`src/rtl/rf_wport_arbiter.sv`:
```
// Register-file write-port arbiter.
// Picks one writer per cycle between the in-order WB stage and the long-latency
// unit. WB normally has priority, but LU is forced a grant after STARVE_MAX
// consecutive WB wins while LU was waiting. The winner's write and its single
// retire record leave through one register stage.
module rf_wport_arbiter #(
    parameter int DATA_W     = 32,
    parameter int ADDR_W     = 5,
    parameter int STARVE_MAX = 4
) (
    input  logic                           clk,
    input  logic                           rst,
    input  logic                           wb_valid,
    input  logic                           wb_wen,
    input  logic [ADDR_W-1:0]              wb_waddr,
    input  logic [DATA_W-1:0]              wb_wdata,
    input  logic [31:0]                    wb_pc,
    output logic                           wb_ready,
    input  logic                           lu_valid,
    input  logic [ADDR_W-1:0]              lu_waddr,
    input  logic [DATA_W-1:0]              lu_wdata,
    input  logic [31:0]                    lu_pc,
    output logic                           lu_ready,
    output logic                           rf_wen,
    output logic [ADDR_W-1:0]              rf_waddr,
    output logic [DATA_W-1:0]              rf_wdata,
    output logic                           retire_valid,
    output logic [ADDR_W+DATA_W+32:0]      retire_data
);

    localparam int CNT_W = $clog2(STARVE_MAX + 1);

    typedef enum logic {PRI_WB, PRI_LU} state_t;

    state_t            state, state_nxt;
    logic [CNT_W-1:0]  starve_cnt, cnt_nxt, cnt_inc;
    logic              grant;
    logic              sel_wen;
    logic [ADDR_W-1:0] sel_waddr;
    logic [DATA_W-1:0] sel_wdata;
    logic [31:0]       sel_pc;
    logic              eff_wen;

    assign cnt_inc = starve_cnt + 1'b1;

    // Priority state and starvation counter.
    always_ff @(posedge clk) begin
        if (rst) begin
            state      <= PRI_WB;
            starve_cnt <= '0;
        end else begin
            state      <= state_nxt;
            starve_cnt <= cnt_nxt;
        end
    end

    // Grant decision and next priority state; nothing is granted during reset.
    always_comb begin
        wb_ready  = 1'b0;
        lu_ready  = 1'b0;
        state_nxt = state;
        cnt_nxt   = starve_cnt;
        if (!rst) begin
            case (state)
                PRI_WB: begin
                    if (wb_valid) begin
                        wb_ready = 1'b1;
                        if (lu_valid) begin
                            // LU lost again: count it, hand priority over at the limit.
                            cnt_nxt = cnt_inc;
                            if (cnt_inc == CNT_W'(STARVE_MAX))
                                state_nxt = PRI_LU;
                        end else begin
                            cnt_nxt = '0;
                        end
                    end else begin
                        lu_ready = lu_valid;
                        cnt_nxt  = '0;
                    end
                end
                PRI_LU: begin
                    // LU holds its request while starved, so this normally exits at once.
                    if (lu_valid) begin
                        lu_ready  = 1'b1;
                        cnt_nxt   = '0;
                        state_nxt = PRI_WB;
                    end else begin
                        wb_ready = wb_valid;
                    end
                end
                default: state_nxt = PRI_WB;
            endcase
        end
    end

    // Winner payload mux; LU results always write.
    always_comb begin
        grant     = wb_ready | lu_ready;
        sel_wen   = lu_ready ? 1'b1     : wb_wen;
        sel_waddr = lu_ready ? lu_waddr : wb_waddr;
        sel_wdata = lu_ready ? lu_wdata : wb_wdata;
        sel_pc    = lu_ready ? lu_pc    : wb_pc;
        eff_wen   = grant & sel_wen & (sel_waddr != '0);
    end

    // Output register stage: write bus plus one retire record per grant.
    always_ff @(posedge clk) begin
        if (rst) begin
            rf_wen       <= 1'b0;
            rf_waddr     <= '0;
            rf_wdata     <= '0;
            retire_valid <= 1'b0;
            retire_data  <= '0;
        end else begin
            rf_wen       <= eff_wen;
            retire_valid <= grant;
            if (grant) begin
                rf_waddr    <= sel_waddr;
                rf_wdata    <= sel_wdata;
                retire_data <= {eff_wen, sel_waddr, sel_wdata, sel_pc};
            end else begin
                retire_data <= '0;
            end
        end
    end

endmodule

```
`config.mk`:
```
export PLATFORM = sky130hd
export DESIGN_NAME = rf_wport_arbiter
export DESIGN_NICKNAME = d
export VERILOG_FILES = /design/src/rtl/rf_wport_arbiter.sv
export SDC_FILE = /design/constraint.sdc
export NUM_CORES = 1
export LEC_CHECK = 0
export ABC_AREA = 1
export CELL_PAD_IN_SITES_DETAIL_PLACEMENT = 1
export CELL_PAD_IN_SITES_GLOBAL_PLACEMENT = 1
export CORE_MARGIN = 1.5
export CORE_UTILIZATION = 42
export DETAILED_ROUTE_END_ITERATION = 8
export DONT_BUFFER_PORTS = 1
export PLACE_DENSITY_LB_ADDON = 0.25
export SYNTH_ARGS = -nofsm -noshare
export SYNTH_HDL_FRONTEND = slang
export SYNTH_SLANG_ARGS = --single-unit
export TNS_END_PERCENT = 5
```
`constraint.sdc`:
```
create_clock -name clk -period 1.3 [get_ports clk]
set_input_delay 0.065 -clock clk [delete_from_list [all_inputs] [get_ports clk]]
set_output_delay 0.065 -clock clk [all_outputs]
set_load 0.03 [all_outputs]
```
==> results of run 1 <==
-- logic make-up after synthesis --
group	Yosys count	synth area share, %
compound gates	106	15.5
fa+ha+maj	2	0.616
flops	113	55.7
buf+inv	104	11.3
simple gates	170	17.0
-- stage by stage --
| stage | setup WS (ps) | instances | setup TNS [ps] | utilization (%) |
|---|---|---|---|---|
| 3_3_place_gp | 28.9 | 644 | 0 | 48.1 |
| 3_5_place_dp | -91.8 | 644 | -439 | 48.1 |
| 2_1_floorplan | 87.9 | 495 | 0 | - |
-- synth_stat cells (all sizes together) --
cell type / instances
nand2: 140
dfxtp: 113
inv: 74
a21oi: 64
o211ai: 32
buf: 25
nand3: 13
nor2: 11
o21ai: 9
clkbuf: 5
or2: 5
ha: 2
nand3b: 1
o21a: 1
==> flow_summary.json, run 1 <==
{
  "io_pins": 254,
  "synth_top_area_cell": "dfxtp_1",
  "die_h_um": 101,
  "ctsResizeCount": 20,
  "dpl.hpwl_mm": 8.86,
  "post_cts_buffers": 7,
  "cts_buffers": 17,
  "root_buffer": "clkbuf_8",
  "seq_area_frac_synth_pct": 55.7,
  "lastStage": "4_1_cts",
  "gp_congestion": 0.802,
  "htree_levels": 4,
  "std_cell_rows": 35,
  "status": "stopped before the end",
  "syn-num-nets": 640,
  "dieWidth_um": 101,
  "holdBufCountCts": 138,
  "avgSynthCellArea_um2": 8.21,
  "synth_cells": 495,
  "synth_area_leaders": "dfxtp_1 56%, nand2_1 13%, a21oi_1 7.9%",
  "start_util_pct": 43.6,
  "cts_max_path_buffers": 2,
  "error": "[ERROR RSZ-0060] Max buffer count reached.",
  "ys_ff_latch": 113,
  "yosys_warnings": 0,
  "clock-sinks": 113,
  "placed_area_mm2": 0.00448,
  "yosysUniqueCellTypes": 24,
  "netlist_area_mm2": 0.00406,
  "port-buffer-count": 0,
  "synth_top_area_share_pct": 55.7
}
==> run 2: changes to the inputs <==
CELL_PAD_IN_SITES_DETAIL_PLACEMENT = default   (was 1)
CELL_PAD_IN_SITES_GLOBAL_PLACEMENT = default   (was 1)
CORE_UTILIZATION = 35   (was 42)
PLACE_DENSITY_LB_ADDON = 0.15   (was 0.25)
==> run 2 against run 1 <==
  * The flow now finishes without violations
  * Synthesized cell count stayed put
  * Area after synthesis unchanged
==> flow_summary.json, run 2 <==
{
  "status": "finished clean",
  "fillers": 974,
  "final_antenna_net_count": 0,
  "hold_violations": 0,
  "hp-class": "in -> reg",
  "start_util_pct": 35.7,
  "gr-usage-met1_pct": 20.8,
  "largest_register_ffs": 70,
  "synth_top_area_share_pct": 55.7,
  "htree_levels": 4,
  "ys_async_sr_fraction_pct": 0,
  "clkTransAtPathRegs_ps": 50,
  "clk_latency_ps": 400,
  "overflow": 0,
  "clock-sinks": 113,
  "grt_max_degree": 49,
  "timing.rr.end": "retire_data[4]",
  "p_leak_nw": 3.20,
  "synth_cells": 495,
  "grtUsageMet2_pct": 39.0,
  "ys_ff_latch": 113,
  "dpl.hpwl_mm": 7.54,
  "hold_path_depth": 4,
  "crit_end": "retire_data[4]",
  "std_cell_rows": 39,
  "stdcell_area_mm2": 0.00671,
  "grtUsageMet3_pct": 8.53,
  "cts_tree": "done",
  "drv_slew": 0,
  "drc": 0,
  "switching_share_pct": 26.8,
  "netlist_area_mm2": 0.00406,
  "p_int_mw": 7.35,
  "reg_top3": "retire_data: 70 flops, rf_wdata: 32 flops, rf_waddr: 5 flops",
  "wl_per_cell_um": 15.7,
  "grt_pass1_wl_mm": 20.5,
  "combPwrFrac_pct": 13.4,
  "yosysMostFrequentCell": "nand2_1",
  "synth_top_area_cell": "dfxtp_1",
  "cts_max_path_buffers": 2,
  "setup-tns-final_ps": 0,
  "min_period_over_period_pct": 99.8,
  "syn2layout_area_growth_pct": 65.1,
  "power.share.sequential_pct": 41.9,
  "synth_area_leaders": "dfxtp_1 56%, nand2_1 13%, a21oi_1 7.9%",
  "synth_common_cells": "137 x nand2_1, 113 x dfxtp_1, 70 x inv_1",
  "num_vias": 3974,
  "die_area_mm2": 0.0123,
  "regToRegSetupSlack_ps": 3,
  "nNetsFinal": 831,
  "antenna_cells": 0,
  "syn-num-nets": 640,
  "cp_data_arrival_time_ps": 1630,
  "cts_buffers": 17,
  "yosys_warnings": 0,
  "cap_viol_max_count": 0,
  "synth_flop_cell": "dfxtp_1",
  "startpoint_type": "flip-flop",
  "maxSlewHeadroom_pct": 65.7,
  "drt_pass1_iterations": 4,
  "grt.busiest_layer": "met2",
  "final_cells": 842,
  "rsz0062_at_grt": "yes",
  "grt_use_total_pct": 21.4,
  "synth_edf_count": 0,
  "port-buffer-count": 0,
  "worst_ir_drop_vdd_uv": 1200,
  "dieWidth_um": 111,
  "drive_above_1_share_pct": 16.3,
  "drtIter0Drc": 153,
  "skew_ps": 7.28,
  "fin_crit_ps": 1300,
  "root_buffer": "clkbuf_16",
  "path_max_fanout": 16,
  "yosysUniqueCellTypes": 24,
  "top_register": "retire_data",
  "tightest_slew_ps": 515,
  "gp_congestion": 0.742,
  "place_inst": 661,
  "seq_area_frac_synth_pct": 55.7,
  "final_common_cell": "dlygate4sd3_1",
  "viasPerCell": 4.72,
  "final_cell_mix": "139 x dlygate4sd3_1, 137 x nand2_1, 112 x dfxtp_1",
  "avgSynthCellArea_um2": 8.21,
  "cp-end-kind": "flip-flop",
  "die_h_um": 111,
  "maxClockFrequency_ghz": 0.771,
  "worstSetupPathType": "reg -> reg",
  "antenna_found_initial": 0,
  "placed_area_mm2": 0.00450,
  "coreArea_mm2": 0.0114,
  "power_mw": 10.0,
  "regToRegStartpoint": "state",
  "power_switching_mw": 2.69,
  "setup_viol": 0,
  "routed_wl_mm": 13.2,
  "grt_pass1_vias": 4114,
  "io_pins": 254,
  "p_per_area_mw_per_mm2": 1500,
  "final_util_pct": 59.0,
  "r2r_cells": 8,
  "startpoint": "state",
  "clock_power_share_pct": 44.7,
  "crit_required_ps": 1630
}
-- run 2: cell counts after synthesis --
Identical to the previous run, type by type.
-- run 2: kinds of logic after synthesis --
kind of cell	count (synthesis)	share of synthesized area, %
fa+ha+maj	2	0.616
buf+inv	104	11.3
compound gates	106	15.5
simple gates	170	17.0
flops	113	55.7
-- run 2: timing repair --
item | CTS | global route
setup buffers | 4 | 0
pin swaps | 2 | 1
hold endpoints to repair | 113 | 4
hold buffers | 140 | 1
gates resized for setup | 7 | 7
cloned | 4 | 0
setup endpoints to repair | 6 | 41
-- run 2: stage by stage --
step | worst slack, ps | hold slack (ps)
2_1_floorplan | 87.9 | 207
3_3_place_gp | 27.5 | 138
3_5_place_dp | -17.2 | 140
4_1_cts | 8.98 | -152
5_1_grt | -65.0 | 31.8
6_report | 3.04 | 16.8
-- run 2: how the worst min path moves through the flow --
stage / startpoint / endpoint / slack, ps
finish: lu_valid / state / 20
floorplan: lu_pc[17] / retire_data[17] / 210
global route: lu_valid / state / 30
CTS: lu_valid / starve_cnt[1] / -150
global placement: rst / rf_wdata[20] / 140
detailed placement: rst / rf_wdata[19] / 140
-- run 2: critical path, cell delays in order, from the launching register on --
cell and delay (ps):
dfxtp_2 330, inv_2 50, nand2_4 90, nand2_8 90
inv_8 100, buf_12 100, bufbuf_16 270, nand2_1 70
a21oi_2 120
-- run 2: layout make-up --
| type | count | area [um^2] | share of cell area [%] |
|---|---|---|---|
| Inverter | 74 | 285 | 4.25 |
| Multi-Input combinational cell | 279 | 1390 | 20.8 |
| Sequential cell | 113 | 2260 | 33.7 |
| Clock inverter | 10 | 109 | 1.62 |
| Timing Repair Buffer | 201 | 2010 | 29.9 |
| Clock buffer | 22 | 474 | 7.07 |
| Tap cell | 143 | 179 | 2.67 |
-- run 2: power groups by stage --
stage / combinational (mW) / clock, mW / sequential (mW)
after floorplan: 0.452 / 0 / 4.42
after global placement: 0.881 / 0 / 4.26
after detailed placement: 0.896 / 0 / 4.27
after CTS: 1.32 / 4.60 / 4.20
after global routing: 1.46 / 4.76 / 4.22
final: 1.35 / 4.49 / 4.20
-- run 2: routing by layer --
layer  part of all wire, %  up-vias
met5                     0        -
met4                   2.9        0
met3                   8.6       30
met2                    51      184
met1                    37     1808
li1                      -     1952
Note: power is estimated with default switching activity, not from simulation.
